## src/rtl/wb_regfile_if.sv

```systemverilog
// wb_regfile_if
// Bundles decode's register-access port of the Y86-64 write-back register
// file: two read ports, the issue handshake, the write-back commit port and
// the per-register pending vector.
//   slave  : the register file (drives read data, stall and pending)
//   master : decode / write-back side (drives indices, issue and commit)
interface wb_regfile_if #(
  parameter int NREGS = 15
);
  logic [3:0]       rd_srcA_i;
  logic [3:0]       rd_srcB_i;
  logic [63:0]      rd_valA_o;
  logic [63:0]      rd_valB_o;
  logic             iss_valid_i;
  logic [3:0]       iss_dstE_i;
  logic [3:0]       iss_dstM_i;
  logic             iss_stall_o;
  logic             wb_valid_i;
  logic [3:0]       wb_dstE_i;
  logic [3:0]       wb_dstM_i;
  logic [63:0]      wb_valE_i;
  logic [63:0]      wb_valM_i;
  logic             wb_cmov_i;
  logic             wb_cnd_i;
  logic [NREGS-1:0] pending_o;

  modport slave (
    input  rd_srcA_i, rd_srcB_i, iss_valid_i, iss_dstE_i, iss_dstM_i,
    input  wb_valid_i, wb_dstE_i, wb_dstM_i, wb_valE_i, wb_valM_i,
    input  wb_cmov_i, wb_cnd_i,
    output rd_valA_o, rd_valB_o, iss_stall_o, pending_o
  );

  modport master (
    output rd_srcA_i, rd_srcB_i, iss_valid_i, iss_dstE_i, iss_dstM_i,
    output wb_valid_i, wb_dstE_i, wb_dstM_i, wb_valE_i, wb_valM_i,
    output wb_cmov_i, wb_cnd_i,
    input  rd_valA_o, rd_valB_o, iss_stall_o, pending_o
  );
endinterface

```

## src/rtl/wb_regfile.sv

```systemverilog
// wb_regfile
// Architectural register file r0..r14 for the Y86-64 pipeline with
// same-cycle write bypass and a pending-write scoreboard that stalls decode
// on read-after-write hazards and on pending-counter saturation.
//   clk_i   : clock, rising edge
//   rst_n_i : asynchronous active-low reset
//   bus     : wb_regfile_if.slave (read ports, issue, write-back, pending)
module wb_regfile #(
  parameter int NREGS = 15,
  parameter int CNT_W = 2
) (
  input  logic         clk_i,
  input  logic         rst_n_i,
  wb_regfile_if.slave  bus
);

  localparam logic [3:0]       REG_NONE = 4'hF;
  localparam logic [CNT_W-1:0] CNT_MAX  = '1;

  logic [63:0]      regs_q [NREGS];
  logic [63:0]      regs_d [NREGS];
  logic [CNT_W-1:0] cnt_q  [NREGS];
  logic [CNT_W-1:0] cnt_d  [NREGS];
  logic [NREGS-1:0] pend_q, pend_d;

  logic             we_e, we_m;
  logic             hazard, overflow, iss_acc;
  logic [NREGS-1:0] ret_hit, iss_hit;
  logic [CNT_W-1:0] eff;
  // Padded to 16 so index 4'hF naturally reads as "not busy / not full".
  logic [15:0]      busy16, full16;
  logic [63:0]      rd_a, rd_b;

  always_comb begin
    we_e = bus.wb_valid_i & (bus.wb_dstE_i != REG_NONE) &
           ~(bus.wb_cmov_i & ~bus.wb_cnd_i);
    we_m = bus.wb_valid_i & (bus.wb_dstM_i != REG_NONE);

    busy16 = '0;
    full16 = '0;
    eff    = '0;
    for (int i = 0; i < NREGS; i++) begin
      // A cmov-suppressed dstE still retires, so use wb_valid_i, not we_e.
      ret_hit[i] = bus.wb_valid_i &
                   ((bus.wb_dstE_i == 4'(i)) | (bus.wb_dstM_i == 4'(i)));
      eff = (ret_hit[i] && cnt_q[i] != '0) ? cnt_q[i] - CNT_W'(1) : cnt_q[i];
      busy16[i] = (eff != '0);
      full16[i] = (eff == CNT_MAX);
    end

    hazard   = busy16[bus.rd_srcA_i] | busy16[bus.rd_srcB_i];
    overflow = full16[bus.iss_dstE_i] | full16[bus.iss_dstM_i];
    iss_acc  = rst_n_i & bus.iss_valid_i & ~(hazard | overflow);

    for (int i = 0; i < NREGS; i++) begin
      iss_hit[i] = iss_acc &
                   ((bus.iss_dstE_i == 4'(i)) | (bus.iss_dstM_i == 4'(i)));
      cnt_d[i] = cnt_q[i];
      if (iss_hit[i] && !ret_hit[i]) begin
        cnt_d[i] = cnt_q[i] + CNT_W'(1);
      end else if (!iss_hit[i] && ret_hit[i] && cnt_q[i] != '0) begin
        cnt_d[i] = cnt_q[i] - CNT_W'(1);
      end
      pend_d[i] = (cnt_d[i] != '0);

      // M is applied last so it wins a same-register collision (popq %rsp).
      regs_d[i] = regs_q[i];
      if (we_e && bus.wb_dstE_i == 4'(i)) regs_d[i] = bus.wb_valE_i;
      if (we_m && bus.wb_dstM_i == 4'(i)) regs_d[i] = bus.wb_valM_i;
    end
  end

  always_comb begin
    rd_a = '0;
    if (bus.rd_srcA_i != REG_NONE) begin
      if (we_m && bus.wb_dstM_i == bus.rd_srcA_i)      rd_a = bus.wb_valM_i;
      else if (we_e && bus.wb_dstE_i == bus.rd_srcA_i) rd_a = bus.wb_valE_i;
      else if (32'(bus.rd_srcA_i) < NREGS)             rd_a = regs_q[bus.rd_srcA_i];
    end
    rd_b = '0;
    if (bus.rd_srcB_i != REG_NONE) begin
      if (we_m && bus.wb_dstM_i == bus.rd_srcB_i)      rd_b = bus.wb_valM_i;
      else if (we_e && bus.wb_dstE_i == bus.rd_srcB_i) rd_b = bus.wb_valE_i;
      else if (32'(bus.rd_srcB_i) < NREGS)             rd_b = regs_q[bus.rd_srcB_i];
    end
  end

  // Gating with rst_n_i keeps bypassed write-back data off the read ports
  // and the stall low while reset is held.
  assign bus.rd_valA_o   = rst_n_i ? rd_a : '0;
  assign bus.rd_valB_o   = rst_n_i ? rd_b : '0;
  assign bus.iss_stall_o = rst_n_i & bus.iss_valid_i & (hazard | overflow);
  assign bus.pending_o   = pend_q;

  always_ff @(posedge clk_i or negedge rst_n_i) begin
    if (!rst_n_i) begin
      for (int i = 0; i < NREGS; i++) begin
        regs_q[i] <= '0;
        cnt_q[i]  <= '0;
      end
      pend_q <= '0;
    end else begin
      for (int i = 0; i < NREGS; i++) begin
        regs_q[i] <= regs_d[i];
        cnt_q[i]  <= cnt_d[i];
      end
      pend_q <= pend_d;
    end
  end

endmodule
```

## src/flat_wrapper.sv

```systemverilog
// flat-port wrapper written by rule: the top's interface ports become plain ports
module wb_regfile_flat 
#(
  parameter int NREGS = 15,
  parameter int CNT_W = 2
)
  (clk_i, rst_n_i, bus_rd_srcA_i, bus_rd_srcB_i, bus_iss_valid_i, bus_iss_dstE_i, bus_iss_dstM_i, bus_wb_valid_i, bus_wb_dstE_i, bus_wb_dstM_i, bus_wb_valE_i, bus_wb_valM_i, bus_wb_cmov_i, bus_wb_cnd_i, bus_rd_valA_o, bus_rd_valB_o, bus_iss_stall_o, bus_pending_o);
  wb_regfile_if #(.NREGS(NREGS)) bus_i ();
  input  logic clk_i;
  input  logic rst_n_i;
  input wire logic [$bits(bus_i.rd_srcA_i)-1:0] bus_rd_srcA_i;
  input wire logic [$bits(bus_i.rd_srcB_i)-1:0] bus_rd_srcB_i;
  input wire logic [$bits(bus_i.iss_valid_i)-1:0] bus_iss_valid_i;
  input wire logic [$bits(bus_i.iss_dstE_i)-1:0] bus_iss_dstE_i;
  input wire logic [$bits(bus_i.iss_dstM_i)-1:0] bus_iss_dstM_i;
  input wire logic [$bits(bus_i.wb_valid_i)-1:0] bus_wb_valid_i;
  input wire logic [$bits(bus_i.wb_dstE_i)-1:0] bus_wb_dstE_i;
  input wire logic [$bits(bus_i.wb_dstM_i)-1:0] bus_wb_dstM_i;
  input wire logic [$bits(bus_i.wb_valE_i)-1:0] bus_wb_valE_i;
  input wire logic [$bits(bus_i.wb_valM_i)-1:0] bus_wb_valM_i;
  input wire logic [$bits(bus_i.wb_cmov_i)-1:0] bus_wb_cmov_i;
  input wire logic [$bits(bus_i.wb_cnd_i)-1:0] bus_wb_cnd_i;
  output wire logic [$bits(bus_i.rd_valA_o)-1:0] bus_rd_valA_o;
  output wire logic [$bits(bus_i.rd_valB_o)-1:0] bus_rd_valB_o;
  output wire logic [$bits(bus_i.iss_stall_o)-1:0] bus_iss_stall_o;
  output wire logic [$bits(bus_i.pending_o)-1:0] bus_pending_o;
  assign bus_i.rd_srcA_i = bus_rd_srcA_i;
  assign bus_i.rd_srcB_i = bus_rd_srcB_i;
  assign bus_i.iss_valid_i = bus_iss_valid_i;
  assign bus_i.iss_dstE_i = bus_iss_dstE_i;
  assign bus_i.iss_dstM_i = bus_iss_dstM_i;
  assign bus_i.wb_valid_i = bus_wb_valid_i;
  assign bus_i.wb_dstE_i = bus_wb_dstE_i;
  assign bus_i.wb_dstM_i = bus_wb_dstM_i;
  assign bus_i.wb_valE_i = bus_wb_valE_i;
  assign bus_i.wb_valM_i = bus_wb_valM_i;
  assign bus_i.wb_cmov_i = bus_wb_cmov_i;
  assign bus_i.wb_cnd_i = bus_wb_cnd_i;
  assign bus_rd_valA_o = bus_i.rd_valA_o;
  assign bus_rd_valB_o = bus_i.rd_valB_o;
  assign bus_iss_stall_o = bus_i.iss_stall_o;
  assign bus_pending_o = bus_i.pending_o;
  wb_regfile #(.NREGS(NREGS), .CNT_W(CNT_W)) u_core (.clk_i(clk_i), .rst_n_i(rst_n_i), .bus(bus_i));
endmodule
```

## config.mk

```make
export PLATFORM = sky130hd
export DESIGN_NAME = wb_regfile_flat
export DESIGN_NICKNAME = d
export VERILOG_FILES = /design/src/rtl/wb_regfile_if.sv /design/src/rtl/wb_regfile.sv /design/src/flat_wrapper.sv
export SDC_FILE = /design/constraint.sdc
export NUM_CORES = 2
export LEC_CHECK = 0
export BUFFER_PORTS_ARGS = -buffer_cell sky130_fd_sc_hd__buf_2
export CORE_MARGIN = 4
export CORE_UTILIZATION = 40
export DETAILED_ROUTE_END_ITERATION = 10
export HOLD_SLACK_MARGIN = 0.08
export PLACE_DENSITY_LB_ADDON = 0.15
export RECOVER_POWER = 100
export SYNTH_ARGS = -nofsm -noshare
export SYNTH_HDL_FRONTEND = slang
export SYNTH_SLANG_ARGS = --single-unit
```

## constraint.sdc

```tcl
create_clock -name clk_i -period 7.95 [get_ports clk_i]
set_clock_uncertainty 0.2 [all_clocks]
set_input_delay 0.3975 -clock clk_i [delete_from_list [all_inputs] [get_ports clk_i]]
set_output_delay 0.3975 -clock clk_i [all_outputs]
set_load 0.02 [all_outputs]
```

Word-level counts from Yosys, hierarchy flattened
Index checks and enable logic that the tools add are counted.
{"block": "totals", "ff_bits": 1005, "latchBits": 0, "ramBits": 0, "rom_bits": 0, "input_bits": 158, "out_inout_bits": 144, "elab_cells": 510, "n_memories": 0}
{"block": "op_classes", "add_sub_neg": 30, "multipliers": 0, "n_div": 0, "n_lt_le_gt_ge": 8, "n_eq_ne": 79, "shift": 0, "n_mux": 99, "n_bitwise": 75, "reduce_logical": 188}
{"operator": "$mux W64", "n": 44}
{"operator": "$bmux W64 S4", "n": 2}
{"operator": "$reduce_bool A2 Y1", "n": 60}
{"operator": "$eq A4 B4 Y1 const B", "n": 28}
{"operator": "$logic_and A1 B1 Y1", "n": 94}
{"operator": "$mux W2", "n": 45}
{"operator": "$eq A4 B3 Y1 const B", "n": 16}
{"operator": "$and A1 B1 Y1", "n": 37}
{"operator": "$or A1 B1 Y1", "n": 33}
{"operator": "$eq A4 B2 Y1 const B", "n": 8}
{"operator": "$add A2 B1 Y2 const B", "n": 15}
{"operator": "$eq A2 B2 Y1 const B", "n": 15}
{"operator": "$logic_not A1 Y1", "n": 30}
{"operator": "$sub A2 B1 Y2 const B", "n": 15}
{"operator": "$lt A4 B5 Y1 const B", "n": 4}
{"operator": "$bmux W1 S4", "n": 4}
{"operator": "$eq A4 B1 Y1 const B", "n": 4}
{"operator": "$eq A4 B4 Y1", "n": 4}
{"operator": "$logic_not A4 Y1", "n": 4}
{"operator": "$ne A4 B4 Y1 const B", "n": 4}
{"operator": "$ge A5 B5 Y1 const B", "n": 2}
{"operator": "$not A4 Y5", "n": 2}
{"operator": "$lt A4 B4 Y1 const B", "n": 2}
{"operator": "$mux W1", "n": 4}
{"operator": "$not A1 Y1", "n": 3}

Longest topological paths before layout
{"block": "logic_depth", "ltp_word": 19, "mapped_depth": 15, "mapped_depth_nobuf": 12}

Least setup slack after synthesis
No wires, ideal clock.
{"block": "synth_timing", "kind": "input -> output", "from": "in bus_rd_srcA_i[0]", "to": "out bus_rd_valA_o[10]", "arrival_time_ps": 3463, "required_time_ps": 7352, "slack_ps": 3890, "cell_stages": 10, "path_buffers": 5, "path_cell_list": "clkbuf_1 clkbuf_1 clkbuf_1 clkbuf_1 xnor2_1 nand4_1 nor2_1 clkbuf_1 mux2i_1 a211oi_1"}
{"block": "synth_via", "elab_chain_len": 9, "elab_cells_between_ends": 15, "cone_classes": "order compare: 1; eq/ne: 3; mux: 8; bitwise: 1; reduce/logical: 2"}
{"element": "start: declaration", "line": "flat_wrapper.sv:11", "text": "input wire logic [$bits(bus_i.rd_srcA_i)-1:0] bus_rd_srcA_i;"}
{"element": "$not A4 Y5 (implied by the code)", "line": "wb_regfile.sv:78", "text": "else if (32'(bus.rd_srcA_i) < NREGS) rd_a = regs_q[bus.rd_srcA_i];"}
{"element": "$bmux W64 S4", "line": "wb_regfile.sv:78"}
{"element": "$mux W64 (implied by the code) (2 in a row)", "line": "wb_regfile.sv:78"}
{"element": "$mux W64", "line": "wb_regfile.sv:78"}
{"element": "$mux W64", "line": "wb_regfile.sv:77", "text": "else if (we_e && bus.wb_dstE_i == bus.rd_srcA_i) rd_a = bus.wb_valE_i;"}
{"element": "$mux W64", "line": "wb_regfile.sv:76", "text": "if (we_m && bus.wb_dstM_i == bus.rd_srcA_i) rd_a = bus.wb_valM_i;"}
{"element": "$mux W64 (*)", "line": "wb_regfile.sv:75", "text": "if (bus.rd_srcA_i != REG_NONE) begin"}
{"element": "$mux W64 (*)", "line": "wb_regfile.sv:90", "text": "assign bus.rd_valA_o = rst_n_i ? rd_a : '0;"}
{"element": "end: declaration", "line": "flat_wrapper.sv:23", "text": "output wire logic [$bits(bus_i.rd_valA_o)-1:0] bus_rd_valA_o;"}
Mark *: on every way between the ends. The rest lies on a longest branch, timed or not. The select of a mux whose other input is x is not followed.

Final worst setup path
{"block": "layout_timing", "from": "in bus_wb_valid_i", "to": "out bus_rd_valA_o[44]"}
{"block": "layout_via", "elab_chain_len": 7, "elab_cells_between_ends": 9, "cone_classes": "mux: 4; bitwise: 3; reduce/logical: 2"}
{"element": "start: declaration", "line": "flat_wrapper.sv:16", "text": "input wire logic [$bits(bus_i.wb_valid_i)-1:0] bus_wb_valid_i;"}
{"element": "$and A1 B1 Y1 (2 in a row)", "line": "wb_regfile.sv:35", "text": "we_e = bus.wb_valid_i & (bus.wb_dstE_i != REG_NONE) &"}
{"element": "$logic_and A1 B1 Y1", "line": "wb_regfile.sv:77"}
{"element": "$mux W64", "line": "wb_regfile.sv:77"}
{"element": "$mux W64 (*)", "line": "wb_regfile.sv:76"}
{"element": "$mux W64 (*)", "line": "wb_regfile.sv:75"}
{"element": "$mux W64 (*)", "line": "wb_regfile.sv:90"}
Mark *: on every way between the ends. The rest lies on a longest branch, timed or not.

==> flow_summary.yaml <==
timing:
  worst_pin_slew_ns: 4.66
  post-route-min-period_ns: 6.51
  max_freq_mhz: 154
  slew_violations: 1568
  slew_headroom_pct: -211
  hold_viol: 0
  setup_viol: 0
  post-route-period-util_pct: 81.9
  hold_ws_ns: 0.202
  rsz0062_at_grt: "no"
  finalSetupTns_ns: 0
floorplanning:
  io_pins: 302
  die_w_um: 417
  die_area_um2: 174000
  chipHeight_um: 417
  row_count: 149
  initial_core_util_pct: 40.4
  coreArea_um2: 166000
routing:
  drc: 0
  vias_per_cell: 6.23
  first_iter_violations: 6221
  wl_per_cell_um: 29.9
  wl_mm: 267
  antenna_left: 0
  vias: 55700
  dr.pass1.iters: 6
yosys:
  ys_seq_area_share_pct: 37.5
  synth.lib_cells_used.distinct: 84
  syn_inst: 6749
  synth_edf_count: 0
  ys_ff_latch: 1005
  syn-num-nets: 6922
  synth_top_area_cell: "dfrtp_1"
  syn_avg_cell_area_um2: 9.92
  synth_top_area_share_pct: 37.5
  synth_area_leaders: "dfrtp_1 (38%), mux4_2 (17%), mux2i_1 (17%)"
  synthesis.area_um2: 67000
  synth-async-reset-ratio_pct: 100
  yosysWarnings: 0
  ys.flop_type: "dfrtp_1"
pwr:
  ir_drop_mv: 0.155
  p_per_area_nw_per_um2: 253
  leakagePower_nw: 32.5
clock_tree:
  ctsHoldBuffers: 196
  cts_tree: "built"
  post_cts_resized: 0
  htree_levels: 3
  cts_setup_buffers: 0
  clock_latency_ns: 0.73
  clkTransAtPathRegs_ns: 0.06
  cts_buffer_depth: 3
  ctsRootBufferMaster: "clkbuf_16"
  cts_sinks: 1005
  numCtsBuffers: 118
setup_path:
  worstSetupStartpointType: "primary input"
  r2r_slack_ns: 2.83
  cp_data_arrival_time_ns: 5.91
  cp.required_ns: 7.35
  crit_path_end_kind: "output pin"
  worst-path-max-fanout: 35
  critPathKind: "in2out"
grt:
  grt_util_met2_pct: 47.6
  grt_pass1_vias: 54500
  busiest_layer: "met2"
  grt_pass1_wl_mm: 390
  use_met1_pct: 41.3
  antenna_found_initial: 15
  grt_max_degree: 163
  grt_usage_pct: 30.1
  grt-ovfl-total: 0
  met3_usage_pct: 4.77
final_layout:
  drive_gt1_share_pct: 15.1
  syn_to_final_growth_pct: 11.8
  fin_nets: 6816
hold_path:
  hp-class: "in2reg"
place:
  dp_hpwl_mm: 145
  gp_congestion: 0.818
  portBuffers: 301
status:
  violations: "capacitance limit, slew limit"
  run_status: "finished with violations"
run:
  maxCapViolCount: 35
==> critical path, stage by stage <==
cell,delay (ns)
dlygate4sd3_1,0.52
clkbuf_1,0.80
nand2_1,0.27
a41o_1,0.35
nor2_4,0.49
clkbuf_2,1.50
mux2i_1,0.30
a211oi_1,0.90
clkbuf_1,0.30
==> through the flow <==
stage	utilization [%]	area, um2	setup slack, ns	power [mW]	cells
floorplan	-	67000	3.89	11.3	6749
global placement	41.8	69300	3.00	12.9	8516
detailed placement	41.8	69300	2.99	13.0	8516
CTS	45.4	75300	2.73	19.0	8927
global route	45.2	74900	1.31	19.9	8930
finish	45.2	74900	1.44	18.9	8935
==> area by class of cell <==
type                            instances  area, um2
Antenna cell                            8       20.0
Clock buffer                          177       3550
Clock inverter                         38        474
Fill cell                           15400      90900
Inverter                               46        183
Multi-Input combinational cell       4869      38600
Sequential cell                      1005      25100
Tap cell                             2189       2740
Timing Repair Buffer                  603       4190
==> cell families (layout without fill, tap and decap cells) <==
kind of cell	count (synthesis)	after routing	synth area share (%)
xor gates and xnor gates	31	31	0.405
buffers and inverters	875	864	5.08
DFF	1005	1005	37.5
other	0	8	0
muxes	1638	1638	34.1
AOI/OAI and AO/OA	1398	1398	11.8
adders and majority gates	15	15	0.280
and+or+nand+nor	1787	1787	10.8
==> cell usage in the layout, fill, tap and decap left out, drive strengths merged, types with 50 or more instances in the layout <==
cell	netlist	layout
a211oi	134	134
a21oi	280	280
a31oi	140	140
buf	82	249
clkbuf	747	335
dfrtp	1005	1005
dlygate4sd3	0	196
inv	46	50
mux2i	1118	1118
mux4	512	512
nand2	1030	1030
nor2	589	589
o21ai	736	736
==> cell usage after synthesis, drive strengths merged, types with 7 or more instances <==
library cell / number
clkbuf: 747
o31ai: 8
mux2i: 1118
mux4: 512
nand2b: 16
o21ai: 736
nand3: 21
nor4bb: 13
ha: 15
or3: 9
a31oi: 140
nor2: 589
o211ai: 10
nand2: 1030
dfrtp: 1005
a22oi: 10
mux2: 8
inv: 46
a21oi: 280
nand4: 7
or2: 8
buf: 82
nor2b: 16
nor4b: 7
and2: 11
a21o: 14
a211oi: 134
nor4: 7
xnor2: 27
nor3: 20
==> final timing paths <==
kind	startpoint	endpoint	cells after the start
min in group asynchronous	rst_n_i	u_core.bus.pending_o[1]	3
hold reg to reg	u_core.cnt_q[24]	u_core.cnt_q[24]	1
max in group asynchronous	rst_n_i	u_core.regs_q[349]	6
setup reg to reg	u_core.cnt_q[0]	u_core.bus.pending_o[9]	13
setup / recovery	bus_wb_valid_i	bus_rd_valA_o[44]	9
hold / removal	bus_wb_dstM_i[3]	u_core.regs_q[190]	4
==> where the power goes <==
group	internal, mW	total, mW	switching [mW]
sequential	6.49	7.61	1.12
clock	3.38	5.75	2.37
combinational	2.74	5.56	2.82
total	12.6	18.9	6.30
==> registers in the layout, indices dropped and copies added, names as in the netlist <==
name	flops
u_core.bus.pending_o	15
u_core.cnt_q	30
u_core.regs_q	960
==> routing by layer <==
layer / part of all wire [%] / vias to the layer above
met2: 46 / 2577
met4: 4.5 / 10
met5: 0.020 / -
li1: - / 24100
met3: 7.9 / 552
met1: 42 / 28400
(Power assumes the default switching activity.)
